**config.mk**
```make
export PLATFORM = sky130hd
export DESIGN_NAME = blackjack_round_sequencer
export DESIGN_NICKNAME = d
export VERILOG_FILES = /design/src/rtl/blackjack_round_sequencer.sv
export SDC_FILE = /design/constraint.sdc
export NUM_CORES = 1
export LEC_CHECK = 0
export ABC_CLOCK_PERIOD_IN_PS = 2350
export CORE_ASPECT_RATIO = 1.1
export CORE_MARGIN = 1
export CORE_UTILIZATION = 51
export CTS_BUF_LIST = sky130_fd_sc_hd__clkbuf_2 sky130_fd_sc_hd__clkbuf_4 sky130_fd_sc_hd__clkbuf_8
export DETAILED_ROUTE_END_ITERATION = 10
export PLACE_DENSITY = 0.83
export SLEW_MARGIN = 20
export SYNTH_ARGS = -nofsm -noshare
export SYNTH_HDL_FRONTEND = slang
export SYNTH_SLANG_ARGS = --single-unit
```
**constraint.sdc**
```tcl
create_clock -name i_clk -period 2.35 [get_ports i_clk]
set_input_delay 0.47 -clock i_clk [delete_from_list [all_inputs] [get_ports i_clk]]
set_output_delay 0.47 -clock i_clk [all_outputs]
set_load 0.1 [all_outputs]
```
**src/rtl/blackjack_round_sequencer.sv**
```systemverilog
// Round sequencer for one blackjack hand: clears both hands, deals P/D/P/D, serves the
// player's hit/stand, runs dealer draws and resolves the round (5-card Charlie, tallies).
module blackjack_round_sequencer #(
    parameter int CARD_W       = 4,
    parameter int SUM_W        = 5,
    parameter int DEALER_STAND = 17,
    parameter int MAX_CARDS    = 5,
    parameter int STAT_W       = 8
) (
    input  logic              i_clk,
    input  logic              i_reset_n,
    input  logic              i_deal,
    input  logic              i_hit,
    input  logic              i_stand,
    output logic              o_card_req,
    input  logic              i_card_valid,
    input  logic [CARD_W-1:0] i_card,
    output logic [CARD_W-1:0] o_new_card,
    output logic              o_player_add,
    output logic              o_dealer_add,
    output logic              o_hand_clear,
    input  logic [SUM_W-1:0]  i_player_sum,
    input  logic [2:0]        i_player_count,
    input  logic [SUM_W-1:0]  i_dealer_sum,
    input  logic [2:0]        i_dealer_count,
    output logic              o_player_turn,
    output logic              o_result_valid,
    output logic [1:0]        o_result,
    output logic [STAT_W-1:0] o_wins,
    output logic [STAT_W-1:0] o_losses
);

    localparam logic [2:0] ST_IDLE        = 3'd0;
    localparam logic [2:0] ST_CLEAR       = 3'd1;
    localparam logic [2:0] ST_FETCH       = 3'd2;
    localparam logic [2:0] ST_ADD         = 3'd3;
    localparam logic [2:0] ST_CHECK       = 3'd4;
    localparam logic [2:0] ST_PLAYER_TURN = 3'd5;
    localparam logic [2:0] ST_DEALER_TURN = 3'd6;
    localparam logic [2:0] ST_DONE        = 3'd7;

    localparam logic [1:0] RES_NONE = 2'd0;
    localparam logic [1:0] RES_WIN  = 2'd1;
    localparam logic [1:0] RES_LOSE = 2'd2;
    localparam logic [1:0] RES_PUSH = 2'd3;

    localparam logic [SUM_W-1:0] BUST_LIMIT = SUM_W'(32'd21);
    localparam logic [SUM_W-1:0] STAND_SUM  = SUM_W'(DEALER_STAND);
    localparam logic [2:0]       HAND_MAX   = 3'(MAX_CARDS);

    function automatic logic [STAT_W-1:0] sat_inc(input logic [STAT_W-1:0] value);
        logic [STAT_W-1:0] res;
        if (&value) begin
            res = value;
        end else begin
            res = value + STAT_W'(1'b1);
        end
        return res;
    endfunction

    // Showdown once the dealer has finished drawing; the player is known not to be bust here.
    function automatic logic [1:0] settle(input logic [SUM_W-1:0] player_sum,
                                          input logic [SUM_W-1:0] dealer_sum);
        logic [1:0] res;
        if (dealer_sum > BUST_LIMIT) begin
            res = RES_WIN;
        end else if (player_sum > dealer_sum) begin
            res = RES_WIN;
        end else if (player_sum == dealer_sum) begin
            res = RES_PUSH;
        end else begin
            res = RES_LOSE;
        end
        return res;
    endfunction

    logic [2:0]        state_r;
    logic [1:0]        dcnt_r;
    logic              tgt_r;
    logic              dealing_r;
    logic              dealer_eval_r;

    logic [2:0]        state_s;
    logic [1:0]        dcnt_s;
    logic              tgt_s;
    logic              dealing_s;
    logic              dealer_eval_s;
    logic              card_req_s;
    logic [CARD_W-1:0] new_card_s;
    logic              player_add_s;
    logic              dealer_add_s;
    logic              hand_clear_s;
    logic              player_turn_s;
    logic              result_valid_s;
    logic [1:0]        result_s;
    logic [STAT_W-1:0] wins_s;
    logic [STAT_W-1:0] losses_s;
    logic              resolve_s;
    logic [1:0]        outcome_s;

    // Next-state and next-output decode; every output is the registered copy of its _s value.
    always_comb begin
        state_s        = state_r;
        dcnt_s         = dcnt_r;
        tgt_s          = tgt_r;
        dealing_s      = dealing_r;
        dealer_eval_s  = dealer_eval_r;
        card_req_s     = 1'b0;
        new_card_s     = o_new_card;
        player_add_s   = 1'b0;
        dealer_add_s   = 1'b0;
        hand_clear_s   = 1'b0;
        player_turn_s  = 1'b0;
        result_valid_s = o_result_valid;
        result_s       = o_result;
        wins_s         = o_wins;
        losses_s       = o_losses;
        resolve_s      = 1'b0;
        outcome_s      = RES_NONE;

        case (state_r)
            ST_IDLE, ST_DONE: begin
                if (i_deal) begin
                    state_s        = ST_CLEAR;
                    hand_clear_s   = 1'b1;
                    result_s       = RES_NONE;
                    result_valid_s = 1'b0;
                    dcnt_s         = 2'd0;
                    dealing_s      = 1'b1;
                end else begin
                    state_s = state_r;
                end
            end
            ST_CLEAR: begin
                state_s    = ST_FETCH;
                tgt_s      = dcnt_r[0];
                card_req_s = 1'b1;
            end
            ST_FETCH: begin
                if (i_card_valid) begin
                    state_s      = ST_ADD;
                    new_card_s   = i_card;
                    player_add_s = ~tgt_r;
                    dealer_add_s = tgt_r;
                end else begin
                    card_req_s = 1'b1;
                end
            end
            ST_ADD: begin
                state_s = ST_CHECK;
            end
            // Hand sums reflect the card added in ADD by the time this state is evaluated.
            ST_CHECK: begin
                if (dealing_r) begin
                    if (dcnt_r < 2'd3) begin
                        dcnt_s     = dcnt_r + 2'd1;
                        tgt_s      = ~dcnt_r[0];
                        state_s    = ST_FETCH;
                        card_req_s = 1'b1;
                    end else begin
                        dealing_s     = 1'b0;
                        state_s       = ST_PLAYER_TURN;
                        player_turn_s = 1'b1;
                    end
                end else if (!tgt_r) begin
                    if (i_player_sum > BUST_LIMIT) begin
                        resolve_s = 1'b1;
                        outcome_s = RES_LOSE;
                    end else if (i_player_count == HAND_MAX) begin
                        resolve_s = 1'b1;
                        outcome_s = RES_WIN;
                    end else begin
                        state_s       = ST_PLAYER_TURN;
                        player_turn_s = 1'b1;
                    end
                end else begin
                    state_s       = ST_DEALER_TURN;
                    dealer_eval_s = 1'b0;
                end
            end
            ST_PLAYER_TURN: begin
                if (i_hit) begin
                    state_s    = ST_FETCH;
                    tgt_s      = 1'b0;
                    card_req_s = 1'b1;
                end else if (i_stand) begin
                    state_s       = ST_DEALER_TURN;
                    dealer_eval_s = 1'b0;
                end else begin
                    player_turn_s = 1'b1;
                end
            end
            // First cycle in this state only arms the evaluation; the decision is taken on the next.
            ST_DEALER_TURN: begin
                if (!dealer_eval_r) begin
                    dealer_eval_s = 1'b1;
                end else if ((i_dealer_sum < STAND_SUM) && (i_dealer_count < HAND_MAX)) begin
                    state_s    = ST_FETCH;
                    tgt_s      = 1'b1;
                    card_req_s = 1'b1;
                end else begin
                    resolve_s = 1'b1;
                    outcome_s = settle(i_player_sum, i_dealer_sum);
                end
            end
            default: begin
                state_s = ST_IDLE;
            end
        endcase

        if (resolve_s) begin
            state_s        = ST_DONE;
            result_s       = outcome_s;
            result_valid_s = 1'b1;
            if (outcome_s == RES_WIN) begin
                wins_s = sat_inc(o_wins);
            end else if (outcome_s == RES_LOSE) begin
                losses_s = sat_inc(o_losses);
            end else begin
                wins_s = o_wins;
            end
        end else begin
            result_valid_s = result_valid_s;
        end
    end

    // State and output registers with synchronous active-low reset.
    always_ff @(posedge i_clk) begin
        if (!i_reset_n) begin
            state_r        <= ST_IDLE;
            dcnt_r         <= 2'd0;
            tgt_r          <= 1'b0;
            dealing_r      <= 1'b0;
            dealer_eval_r  <= 1'b0;
            o_card_req     <= 1'b0;
            o_new_card     <= '0;
            o_player_add   <= 1'b0;
            o_dealer_add   <= 1'b0;
            o_hand_clear   <= 1'b0;
            o_player_turn  <= 1'b0;
            o_result_valid <= 1'b0;
            o_result       <= RES_NONE;
            o_wins         <= '0;
            o_losses       <= '0;
        end else begin
            state_r        <= state_s;
            dcnt_r         <= dcnt_s;
            tgt_r          <= tgt_s;
            dealing_r      <= dealing_s;
            dealer_eval_r  <= dealer_eval_s;
            o_card_req     <= card_req_s;
            o_new_card     <= new_card_s;
            o_player_add   <= player_add_s;
            o_dealer_add   <= dealer_add_s;
            o_hand_clear   <= hand_clear_s;
            o_player_turn  <= player_turn_s;
            o_result_valid <= result_valid_s;
            o_result       <= result_s;
            o_wins         <= wins_s;
            o_losses       <= losses_s;
        end
    end

endmodule
```
==> reports/summary.md <==
The flow ran to the end, and the final reports show no timing, DRC or antenna violations. In this run, the number of DRC markers left after iteration 0 of detailed routing was 238. The area of the die was 4390 um2; the number of hold buffers added after cts was 0.

The switching portion of total power is 0.402. The logs give 0.531 for the effective utilization at floorplan and 3960 um2 for the area of the placeable core. For this block, the via count after detailed routing is 2123. The logs give 354 for the total number of nets in the final design and 645 uV for the worst IR drop on VDD. 0 antenna diodes ended up in the layout. Buffers placed on the I/O ports in this run total 53. The final number of setup-violating endpoints is 0, and the sequential cell area fraction in the yosys report is 0.343. Timing would allow up to 0.431 GHz. From bottom edge to top edge, the die measures 69.4 um. For the final wirelength, the log shows 5590 um. After detailed routing, the number of vias per cell comes to 5.69. The most used flip-flop cell after synthesis is dfxtp_1. The number of buffers created by CTS is 5, and the post-synthesis async set-or-reset flop share is 0.

The relative contribution of the clock network to total power was 0.229; the placed cell count was 365. The critical path is of the in -> reg type. The tree is rooted in a clkbuf_8. TritonCTS built the clock tree.

The mean instance size in the synthesized netlist was 8.41 um2. The first global-routing pass estimated 8960 um of wire. The number of library cell types mapped by synthesis is 52. For the number of search-and-repair iterations in the first detailed-routing pass, the log shows 4. In this design, the stage delay of the slowest critical-path cell is 0.43 ns. The logs give 2100 um2 for the mapped cell area and 2.50 ns for the signal arrival time at the worst endpoint. After the flow finishes, the layout carries non-filler instances totaling 373. The total count of max-transition violations in the final report was 0; the time the worst path needs with I/O delays and setup was 2.32 ns. Normalized max-slew margin: 0.677. The total nets after synthesis is 284, and the share of power burned in registers is 0.355. The logs give 2037 for the via count of the first global-routing pass and 0.000835 W for the switching power.

Post-route DRC violation count: 0. The count of nets left with antenna violations once routing finished came out at 0. Walking the worst path, the cells encountered are clkdlybuf4s50_1, ha_1, and3_4, a32oi_4, nand4_4, a2111oi_4, xnor2_1, nor2_1. The tools report the kind of end point of the critical path as a flip-flop.

Synthesis produced 250 cells. The worst hold path belongs to the class reg -> reg. The core utilization of the finished layout is 0.740. The largest individual stage delay along the critical path comes from the cell clkdlybuf4s50_1. The number of register bits inferred by synthesis was 36. The areal power density over the cells was 708 nW/um2.

Entering global routing, the biggest net connects 22 pins. The ratio of cells with drive above 1 in the final layout came out at 0.249. The logs give 0.29 ns for the worst-skew pair later-pin latency and 0 for the yosys synthesis warning count. The number of buffers on the longest clock path is 2, and the actual slew at the worst max-slew pin is 0.481 ns. CTS saw 36 sinks. At the end of routability-driven placement, the weighted congestion stood at 0.902. The per-cell routed wire length was 15.0 um; the share of the clock period used by the worst path after layout was 0.988. The leakage power of the design is 1.19 nW, and the proportion of power drawn by combinational gates is 0.416. The data required time of the worst path was 2.53 ns.

The post-DP HPWL was 4020 um; the count of flip-flops with a built-in enable after synthesis was 0. Measured along the x axis, the die boundary spans 63.2 um. Max-cap violations in this run came to 0.

The initial antenna violation count came out at 0. Summed over all layers, the global routing overflow is 0. The tools report the combined global-route utilization of all metal layers as 0.261. From synthesis to final layout, the design area changed by 39.5%.

The run gives 54 as the number of I/O pins. After clock tree synthesis, the clock-pin slew on the worst setup and hold paths is 0.07 ns. The clock arrives with 0.00664 ns of skew.

The clock tree synthesis step divided the H-tree into 2 levels. The total internal power is 0.00124 W. For the placement row count, the log shows 24.

The tools report the type of origin of the critical path as a primary input. The number of hold violations in the final report was 0; the largest fanout of any net on the critical path was 7.
## state kept, by name, summed over array words and instances (netlist names), 2 cells and up
name / cells
o_losses: 8
state_r: 3
o_result: 2
o_new_card: 4
dcnt_r: 2
o_wins: 8
## path summary, 6_finish.rpt
kind | from | end | slack (ns) | cells past startpoint
worst min-delay path | o_result_valid$_SDFFE_PN0P_ | o_result_valid$_SDFFE_PN0P_ | 0.46 | 2
worst max register to register | state_r[2]$_SDFFE_PN0P_ | o_losses[7]$_SDFFE_PN0P_ | 0.30 | 6
worst max-delay path | i_player_sum[2] | o_losses[5]$_SDFFE_PN0P_ | 0.03 | 8
worst min register to register | o_result_valid$_SDFFE_PN0P_ | o_result_valid$_SDFFE_PN0P_ | 0.46 | 2
## synth_stat cells (3+ instances only)
master | number | share of area
dfxtp_1 | 36 | 0.34
nor2_1 | 22 | 0.039
a21oi_1 | 21 | 0.050
nand2_1 | 18 | 0.032
nand3_1 | 17 | 0.040
inv_1 | 12 | 0.021
o21ai_0 | 11 | 0.026
clkbuf_1 | 10 | 0.018
ha_1 | 8 | 0.048
mux2i_1 | 7 | 0.033
nor2b_1 | 7 | 0.021
and3_1 | 6 | 0.018
xnor2_1 | 6 | 0.025
a31oi_1 | 5 | 0.015
o21ai_1 | 5 | 0.012
or3_1 | 5 | 0.015
a211oi_1 | 3 | 0.011
a21o_1 | 3 | 0.011
nand4b_1 | 3 | 0.012
nor3_1 | 3 | 0.0071
## per-stage QoR
| stage | hold slack, ns | setup slack, ns | TNS (ns) | power, W | area [um2] |
|---|---|---|---|---|---|
| 3_5_place_dp | 0.455 | -0.425 | -4.44 | 0.00158 | 2740 |
| 3_3_place_gp | 0.444 | -0.349 | -3.66 | 0.00157 | 2740 |
| 6_report | 0.459 | 0.0288 | 0 | 0.00208 | 2930 |
| 5_1_grt | 0.505 | -0.00218 | -0.00218 | 0.00220 | 2930 |
| 4_1_cts | 0.465 | 0.00513 | 0 | 0.00206 | 2880 |
| 2_1_floorplan | 0.442 | 0.204 | 0 | 0.00135 | 2110 |
## layout make-up
type                    instances  area, um2
clock inverters                 1       7.51
well taps                      52       65.1
clock buffers                   7       90.1
flip-flops and latches         36        723
inverters                      13       48.8
multi-input cells             189       1360
fillers                       310       1030
repair buffers                 75        643
## power by group through the flow
stage	clock network, W	logic, W	registers [W]
after global routing	0.000513	0.000939	0.000744
final	0.000476	0.000865	0.000737
after CTS	0.000480	0.000846	0.000735
after global placement	0	0.000822	0.000746
after floorplan	0	0.000475	0.000876
after detailed placement	0	0.000834	0.000748
## worst max-delay path, delay by kind of cell
kind | cells | cell delay (ns)
compound gates | 2 | 0.68
simple gates | 3 | 0.45
buf+inv | 1 | 0.43
fa+ha+maj | 1 | 0.30
xor+xnor | 1 | 0.17
## cell usage in the layout, fill, tap and decap left out, drive strengths merged, types with 2 or more instances in the layout
cell type,synthesis,routed
a2111oi,3,3
a211oi,3,3
a21o,3,3
a21oi,24,24
a31oi,5,5
a32oi,2,2
and2,2,2
and3,6,6
and4,2,2
buf,2,50
clkbuf,10,7
clkdlybuf4s50,0,18
dfxtp,36,36
dlymetal6s2s,0,7
ha,8,8
inv,12,12
mux2i,7,7
nand2,18,18
nand2b,2,2
nand3,17,17
nand4,2,2
nand4b,3,3
nor2,22,22
nor2b,7,7
nor3,3,3
nor3b,2,2
o21a,2,2
o21ai,18,18
o21bai,2,2
o41ai,3,3
or3,5,5
xnor2,6,6
## per-layer routing
metal / routed length [um] / share of wire / vias to the layer above / global-route usage
met1: 2300 / 0.41 / 994 / 0.291
li1: - / - / 1047 / -
met4: 156 / 0.028 / 0 / 0.139
met5: 0 / 0 / - / 0
met2: 2870 / 0.51 / 67 / 0.454
met3: 255 / 0.046 / 15 / 0.0625
## cells by family after synthesis
kind of cell | after synthesis | synth area share
adder cells (fa/ha/maj) | 8 | 0.0476
XOR/XNOR | 7 | 0.0291
AO/OA/AOI/OAI | 70 | 0.239
multiplexers | 7 | 0.0333
flip-flops | 36 | 0.343
buffers and inverters | 25 | 0.0518
AND/OR/NAND/NOR | 97 | 0.256
## what timing repair did
item / in CTS / in global routing
buffers inserted: 0 / 0
endpoints found under the setup margin: 5 / 15
pin swaps: 4 / 10
resized for setup: 6 / 12
No activity file was read; power rests on OpenSTA's default activity.
